`config.mk`:
```
export PLATFORM = sky130hd
export DESIGN_NAME = uart_autobaud
export DESIGN_NICKNAME = d
export VERILOG_FILES = /design/src/rtl/uart_autobaud.sv
export SDC_FILE = /design/constraint.sdc
export NUM_CORES = 1
export LEC_CHECK = 0
export BUFFER_PORTS_ARGS = -buffer_cell sky130_fd_sc_hd__buf_2
export CELL_PAD_IN_SITES_DETAIL_PLACEMENT = 0
export CELL_PAD_IN_SITES_GLOBAL_PLACEMENT = 2
export CORE_AREA = 4 4 195 197
export CTS_CLUSTER_DIAMETER = 200
export DETAILED_ROUTE_END_ITERATION = 12
export DIE_AREA = 0 0 199 201
export PLACE_DENSITY_LB_ADDON = 0.1
export SLEW_MARGIN = 30
export SYNTH_ARGS = -nofsm -noshare
export SYNTH_HDL_FRONTEND = slang
export SYNTH_SLANG_ARGS = --single-unit
```
`constraint.sdc`:
```
create_clock -name i_clk -period 7.9 [get_ports i_clk]
set_input_delay 1.185 -clock i_clk [delete_from_list [all_inputs] [get_ports i_clk]]
set_output_delay 1.185 -clock i_clk [all_outputs]
set_load 0.1 [all_outputs]
```
`src/rtl/uart_autobaud.sv`:
```
// uart_autobaud: measures a 0x55 sync character on the RX line, validates the
// edge spacing and programs the receiver bit length. While measuring, the
// receiver is gated (o_rx_block) so the sync byte never reaches it.
module uart_autobaud #(
    parameter int unsigned DEFAULT_BIT_LENGTH = 867,
    parameter int unsigned MIN_BIT_CLKS       = 4,
    parameter int unsigned MAX_BIT_CLKS       = 1048576,
    parameter int unsigned IDLE_CLKS          = 16
) (
    input  logic        i_clk,
    input  logic        i_nrst,
    input  logic        i_enable,
    input  logic        i_relock,
    input  logic        i_rx,
    output logic [31:0] o_bit_length,
    output logic        o_locked,
    output logic        o_lock_pulse,
    output logic        o_error,
    output logic [7:0]  o_err_cnt,
    output logic        o_rx_block
);

    typedef enum logic [2:0] {
        ST_IDLE,
        ST_WAIT_IDLE,
        ST_WAIT_START,
        ST_MEASURE,
        ST_CHECK_STOP,
        ST_LOCKED
    } state_t;

    state_t      state_q;

    logic        rx_meta_q;
    logic        rx_s_q;
    logic        rx_dly_q;
    logic        rx_edge;

    logic [31:0] seg_cnt_q;
    logic [31:0] seg_cnt_d;
    logic [31:0] idle_cnt_q;
    logic [3:0]  edge_idx_q;
    logic [31:0] w1_q;
    logic [31:0] total_q;
    logic [31:0] bit_length_q;
    logic        locked_q;
    logic        lock_pulse_q;
    logic        error_q;
    logic [7:0]  err_cnt_q;
    logic [7:0]  err_cnt_d;
    logic        rx_block_q;

    logic [31:0] tol;
    logic [31:0] lo_lim;
    logic [31:0] hi_lim;
    logic        width_bad;
    logic        timeout;

    // Two-flop synchronizer plus one delay stage for edge detection; idle-high.
    always_ff @(posedge i_clk or negedge i_nrst) begin
        if (!i_nrst) begin
            rx_meta_q <= 1'b1;
            rx_s_q    <= 1'b1;
            rx_dly_q  <= 1'b1;
        end else begin
            rx_meta_q <= i_rx;
            rx_s_q    <= rx_meta_q;
            rx_dly_q  <= rx_s_q;
        end
    end

    assign rx_edge = rx_s_q ^ rx_dly_q;

    // Segment width counter: reads the width of the segment ending at an edge.
    always_comb begin
        seg_cnt_d = seg_cnt_q;
        if (rx_edge) begin
            seg_cnt_d = 32'd1;
        end else if (seg_cnt_q != 32'hFFFF_FFFF) begin
            seg_cnt_d = seg_cnt_q + 32'd1;
        end
    end

    // Segment counter register.
    always_ff @(posedge i_clk or negedge i_nrst) begin
        if (!i_nrst) begin
            seg_cnt_q <= 32'd0;
        end else begin
            seg_cnt_q <= seg_cnt_d;
        end
    end

    // Width acceptance window: first segment against the floor, later ones
    // within +/- 25% of the start-bit width.
    always_comb begin
        tol    = w1_q >> 2;
        lo_lim = w1_q - tol;
        hi_lim = w1_q + tol;
        if (edge_idx_q == 4'd0) begin
            width_bad = (seg_cnt_q < MIN_BIT_CLKS);
        end else begin
            width_bad = (seg_cnt_q < lo_lim) || (seg_cnt_q > hi_lim);
        end
        timeout   = !rx_edge && (seg_cnt_q > MAX_BIT_CLKS);
        err_cnt_d = (err_cnt_q == 8'hFF) ? err_cnt_q : (err_cnt_q + 8'd1);
    end

    // Detection state machine with registered status outputs.
    always_ff @(posedge i_clk or negedge i_nrst) begin
        if (!i_nrst) begin
            state_q      <= ST_IDLE;
            idle_cnt_q   <= 32'd0;
            edge_idx_q   <= 4'd0;
            w1_q         <= 32'd0;
            total_q      <= 32'd0;
            bit_length_q <= 32'(DEFAULT_BIT_LENGTH);
            locked_q     <= 1'b0;
            lock_pulse_q <= 1'b0;
            error_q      <= 1'b0;
            err_cnt_q    <= 8'd0;
            rx_block_q   <= 1'b0;
        end else begin
            lock_pulse_q <= 1'b0;
            error_q      <= 1'b0;
            if (!i_enable) begin
                // Disable wins over every other event in the same cycle.
                state_q    <= ST_IDLE;
                locked_q   <= 1'b0;
                rx_block_q <= 1'b0;
            end else begin
                case (state_q)
                    ST_IDLE: begin
                        state_q    <= ST_WAIT_IDLE;
                        idle_cnt_q <= 32'd0;
                        rx_block_q <= 1'b1;
                        locked_q   <= 1'b0;
                    end
                    ST_WAIT_IDLE: begin
                        if (rx_s_q) begin
                            if (idle_cnt_q == 32'(IDLE_CLKS - 1)) begin
                                state_q <= ST_WAIT_START;
                            end else begin
                                idle_cnt_q <= idle_cnt_q + 32'd1;
                            end
                        end else begin
                            idle_cnt_q <= 32'd0;
                        end
                    end
                    ST_WAIT_START: begin
                        if (rx_edge && !rx_s_q) begin
                            state_q    <= ST_MEASURE;
                            edge_idx_q <= 4'd0;
                            total_q    <= 32'd0;
                        end
                    end
                    ST_MEASURE: begin
                        if ((rx_edge && width_bad) || timeout) begin
                            state_q    <= ST_WAIT_IDLE;
                            idle_cnt_q <= 32'd0;
                            error_q    <= 1'b1;
                            err_cnt_q  <= err_cnt_d;
                        end else if (rx_edge) begin
                            if (edge_idx_q == 4'd0) begin
                                w1_q <= seg_cnt_q;
                            end
                            total_q    <= total_q + seg_cnt_q;
                            edge_idx_q <= edge_idx_q + 4'd1;
                            if (edge_idx_q == 4'd7) begin
                                state_q <= ST_CHECK_STOP;
                            end
                        end
                    end
                    ST_CHECK_STOP: begin
                        if ((rx_edge && width_bad) || timeout) begin
                            state_q    <= ST_WAIT_IDLE;
                            idle_cnt_q <= 32'd0;
                            error_q    <= 1'b1;
                            err_cnt_q  <= err_cnt_d;
                        end else if (rx_edge) begin
                            // Average of the eight measured segments, minus one.
                            bit_length_q <= (total_q >> 3) - 32'd1;
                            lock_pulse_q <= 1'b1;
                            locked_q     <= 1'b1;
                            rx_block_q   <= 1'b0;
                            state_q      <= ST_LOCKED;
                        end
                    end
                    ST_LOCKED: begin
                        if (i_relock) begin
                            state_q    <= ST_WAIT_IDLE;
                            idle_cnt_q <= 32'd0;
                            locked_q   <= 1'b0;
                            rx_block_q <= 1'b1;
                        end
                    end
                    default: begin
                        state_q    <= ST_IDLE;
                        locked_q   <= 1'b0;
                        rx_block_q <= 1'b0;
                    end
                endcase
            end
        end
    end

    assign o_bit_length = bit_length_q;
    assign o_locked     = locked_q;
    assign o_lock_pulse = lock_pulse_q;
    assign o_error      = error_q;
    assign o_err_cnt    = err_cnt_q;
    assign o_rx_block   = rx_block_q;

endmodule

```
# == After elaboration in Yosys (flattened, before gate mapping) ==
# Cells that the tools add are included.
# totals
ff_bits,182
input_bits,5
out_inout_bits,44
# op_classes
addsub,8
n_lt_le_gt_ge,4
eq_ne,25
mux,44
bitwise_logic,3
reduce_logical,21
# op_table
operator,count
$mux W32,9
$pmux W32 S4,1
$add A32 B1 Y32 const B,2
$pmux W32 S2,1
$add A32 B30 Y32,1
$add A32 B32 Y32,1
$eq A32 B4 Y1 const B,1
$gt A32 B21 Y1 const B,1
$gt A32 B32 Y1,1
$lt A32 B3 Y1 const B,1
$lt A32 B32 Y1,1
$ne A32 B32 Y1 const B,1
$sub A32 B30 Y32,1
$mux W3,10
$sub A29 B1 Y30 const B,1
$ne A3 B3 Y1 const B,7
$pmux W3 S6,1
$mux W1,16
$reduce_and A5 Y1,3
$mux W4,3
$ne A4 B4 Y1 const B,3
$reduce_and A4 Y1,3
$ne A2 B2 Y1 const B,5
$add A8 B1 Y8 const B,1
22 further kinds,30

# == Longest topological paths before layout ==
# depth
depth_word,9
mapped_depth,28
ltp_nobuf,25

# == Worst setup path after synthesis ==
# Ideal clock, no wire load.
# synth_timing
path_kind,reg2reg
startpoint,reg w1_q[0]
endpoint,"reg err_cnt_q[1], in the netlist o_err_cnt[1]"
arrival_ns,4.963
t_required_ns,7.774
path_slack_ns,2.811
path_stages_with_launch,26
n_path_buf,1
period_less_slack_ns,5.089
path_cell_list,dfrtp_1 inv_1 ha_1 inv_1 fa_1 a211oi_1 o21ai_1 a2111oi_2 o41ai_2 nand2_1 o211ai_1 nor3b_1 nor3_1 o21ai_1 xnor2_1 ha_1 and4_1 a311oi_1 o211ai_1 a21oi_1 a211oi_2 or2_1 buf_6 nor2_4 and2_1 mux2_2
# synth_via
elab_chain_cells,7
word_cells_on_any_way,9
# synth_lines
element,line,source
from (decl),43,logic [31:0] w1_q;
from (signal assigned),164,w1_q <= seg_cnt_q;
$sub A32 B30 Y32 / $add A32 B30 Y32 (equally long branches),"97, 98",
$lt A32 B32 Y1 / $gt A32 B32 Y1 (equally long branches),102,width_bad = (seg_cnt_q < lo_lim) || (seg_cnt_q > hi_lim);
$logic_or A1 B1 Y1 *,102,
$mux W1 *,99,if (edge_idx_q == 4'd0) begin
$logic_and A1 B1 Y1 *,"157, 174",
$logic_or A1 B1 Y1 *,"157, 174",
$reduce_and A4 Y1 (no source line) *,--,
to (signal assigned),161,err_cnt_q <= err_cnt_d;
to (signal assigned),178,err_cnt_q <= err_cnt_d;
to (decl),49,logic [7:0] err_cnt_q;
# Every way passes the cells marked *; elsewhere a longest branch is shown, timed or not.
# A chain may end at the register's enable or synchronous reset.

# == Worst setup path in the final report ==
# layout_timing
startpoint,reg w1_q[0]
endpoint,reg total_q[6]
# layout_via
elab_chain_cells,8
word_cells_on_any_way,10
# layout_lines
element,line,source
$sub A32 B30 Y32 / $add A32 B30 Y32 (equally long branches),"97, 98",
$lt A32 B32 Y1 / $gt A32 B32 Y1 (equally long branches),102,
$logic_or A1 B1 Y1 *,102,
$mux W1 *,99,
$logic_and A1 B1 Y1 *,157,if ((rx_edge && width_bad) || timeout) begin
$logic_or A1 B1 Y1 *,157,
$ne A2 B2 Y1 (no source line) *,--,
$reduce_and A5 Y1 (no source line) *,--,
to (signal assigned),166,total_q <= total_q + seg_cnt_q;
to (decl),44,logic [31:0] total_q;
# Marked as above.

==> impl_metrics.ini <==
[floorplan]
initial_core_util_pct = 39.8
die_h_um = 201
core.rowCount = 70
die_w_um = 199
fp.dieArea_mm2 = 0.0400
design.core.area_mm2 = 0.0363
ios = 49

[place]
place_ws_ns = 1.30
io_buffers = 48
hpwlAfterDp_um = 30000
place.gp.congestion = 0.864

[sta]
fin_crit_sh_pct = 83.1
clock_skew_ns = 0.0123
rsz0062_at_grt = no
fin_tns_setup_ns = 0
min_period_ns = 6.56
final_hold_viol_count = 0
worstMarginPinSlew_ns = 0.912
layout_setup_ws_ns = 1.34
clock.fmax_ghz = 0.152
setup_viol = 0
drv_slew = 0
slew-limit-headroom_pct = 39.0

[clock_network]
h-tree-depth = 4
root_buffer = clkbuf_16
postCtsHoldBufs = 0
cts_setup_buffers = 0
cts_tree = yes
insertion_delay_ns = 0.46
path_clk_slew_ns = 0.07
cts_resized = 0
numCtsBuffers = 17
cts_sinks = 180
cts.path.max_buffers = 2

[worst_setup_path]
critPathArrivalTime_ns = 6.91
crit_type = reg2reg
max_stage_delay_ns = 0.50
cpLargestDelayFamily = compound AO/OA/AOI/OAI gates
crit_cells = 24
start_kind = register
cp_slowest_cell = o21bai_4
path_buf_inv = 3
cp_data_required_time_ns = 8.24
crit_fanout = 39
path_cells = inv_1, ha_1, inv_1, fa_1, a211oi_1, o21ai_1, a2111oi_2, o41ai_2, nand2_1, o211ai_1, nor3b_1, nor3_1, o21ai_1, xnor2_1, ha_1, and4_1, a311oi_1, o211ai_1, a21oi_1, a211oi_2, or2_1, o21bai_4, buf_4, mux2_1
end_kind = register
ff2ff_path_depth = 24

[detailed_routing]
drc_errors = 0
drt-initial-drc-count = 609
dr_total_vias = 12000
wl_per_cell_um = 18.2
vias_per_cell = 5.50
firstDrtPassIters = 5
postRouteAntennaNets = 0
drt_wl_total_um = 39600

[layout]
multiInputGateArea_mm2 = 0.00934
nets = 1862
antenna_cells = 0
drive_above_1_share_pct = 8.98
syn_to_final_growth_pct = 9.02
regArea_mm2 = 0.00452
fillerInstances = 3598

[synthesis]
synth.top_cells.by_count = dfrtp_1 (171), ha_1 (163), nand2_1 (158), a21oi_1 (108), nor2_1 (105)
netlist_instances = 1672
synth_edf_count = 0
syn_nets = 1843
yosysTopAreaCell = dfrtp_1
synth_most_common_cell = dfrtp_1
ys_warn_count = 0
ys_types = 75
synth_ff_type = dfrtp_1
ys_seq_elements = 180
syn_avg_cell_area_um2 = 8.63
synth-seq-area-share_pct = 31.3
synth.top_cells.by_area = dfrtp_1 (30%), ha_1 (14%), xnor2_1 (6.3%), nand2_1 (4.1%), a21oi_1 (3.7%)
synth_area_mm2 = 0.0144
async_reset_ff_share_pct = 100
synth.top_cell.area_share_pct = 29.6

[pwr]
p_leak_nw = 7.51
ir_drop_mv = 0.175
p_total_mw = 2.97
cellPowerDensity_mw_per_mm2 = 189

[global_routing]
grt_pass1_wl_um = 65300
grt_usage_pct = 20.1
grt_pass1_vias = 11900
grt_max_degree = 63
gr-total-overflow = 0
antenna_found_initial = 0

[status]
outcome = complete, no violations

[hold_path]
min_path_type = reg2reg
whs_path_depth = 0

[job]
maxCapViolCount = 0
## metal layers
metal,share of wire [%],vias up,GRT usage (%)
li1,-,6058,-
met3,2.4,25,2.87
met5,0,-,0
met1,51,5718,29.5
met2,45,152,31.7
met4,1.0,0,4.25
## registers in the layout, summed over array words and instances (netlist names), 3 cells and up
| register | cells |
|---|---|
| state_q | 3 |
| w1_q | 32 |
| idle_cnt_q | 32 |
| o_bit_length | 30 |
| seg_cnt_q | 32 |
| o_err_cnt | 8 |
| total_q | 32 |
| edge_idx_q | 4 |
## placed cells by master, fill, tap and decap left out, drive strengths merged, types with 4 or more instances in the layout
master,n
dfrtp,171
ha,163
nand2,158
o21ai,157
a21oi,108
nor2,107
xnor2,104
inv,90
buf,57
nand3,46
a21o,40
nand4,37
o31ai,35
mux2,31
xor2,29
nand2b,28
and2,27
nor3,27
nor2b,25
nor4,25
or3,22
and3,20
a31oi,18
clkbuf,18
o21bai,17
a211oi,12
a21boi,10
o21a,9
dfstp,9
nand3b,8
o41ai,8
or4,7
nor3b,7
o211ai,6
a2111oi,6
and4,5
bufinv,5
clkinv,5
or2,4
## worst paths after layout
kind	slack [ns]	from	to
worst max-delay path	1.34	w1_q[0]	total_q[6]
worst min-delay path	0.36	rx_meta_q	rx_s_q
worst max register to register	1.34	w1_q[0]	total_q[6]
worst min register to register	0.36	rx_meta_q	rx_s_q
max in group asynchronous	5.91	i_nrst	idle_cnt_q[3]
min in group asynchronous	0.71	i_nrst	o_bit_length[2]
## where the power goes
part	switching, mW	total [mW]	internal, mW
Clock	0.413	0.979	0.566
Sequential	0.0665	1.06	0.990
Combinational	0.700	0.934	0.234
## cell type report
type / instances / area share [%]
clock inverters: 15 / 1.45
clock buffers: 17 / 2.70
flip-flops and latches: 180 / 28.7
inverters: 86 / 2.05
repair buffers: 58 / 2.06
well taps: 468 / 3.72
multi-input cells: 1348 / 59.3
## logic make-up after synthesis
logic type / count (synthesis) / synth area share, %
multiplexers: 32 / 2.49
flip-flops: 180 / 31.3
buffers and inverters: 144 / 4.08
XOR/XNOR: 133 / 8.07
AO/OA/AOI/OAI: 460 / 20.0
adder cells (fa/ha/maj): 166 / 14.5
AND/OR/NAND/NOR: 557 / 19.6
## worst register-to-register path: stages (launching register included)
cell and delay, ns:
dfrtp_1 0.40, inv_1 0.06, ha_1 0.16, inv_1 0.05, fa_1 0.42, a211oi_1 0.41, o21ai_1 0.18, a2111oi_2 0.46
o41ai_2 0.19, nand2_1 0.10, o211ai_1 0.15, nor3b_1 0.20, nor3_1 0.34, o21ai_1 0.14, xnor2_1 0.14, ha_1 0.28
and4_1 0.23, a311oi_1 0.27, o211ai_1 0.12, a21oi_1 0.22, a211oi_2 0.16, or2_1 0.44, o21bai_4 0.50, buf_4 0.46
mux2_1 0.38
## through the flow
stage	utilization [%]	std cells	instance area, µm²	hold WS (ns)
finish	43.4	2172	15700	0.358
global route	43.4	2172	15700	0.367
CTS	43.4	2172	15700	0.358
detailed placement	41.6	2140	15100	0.348
global placement	41.6	2140	15100	0.346
floorplan	-	1672	14400	0.345
Power figures use the tool's default switching activity.
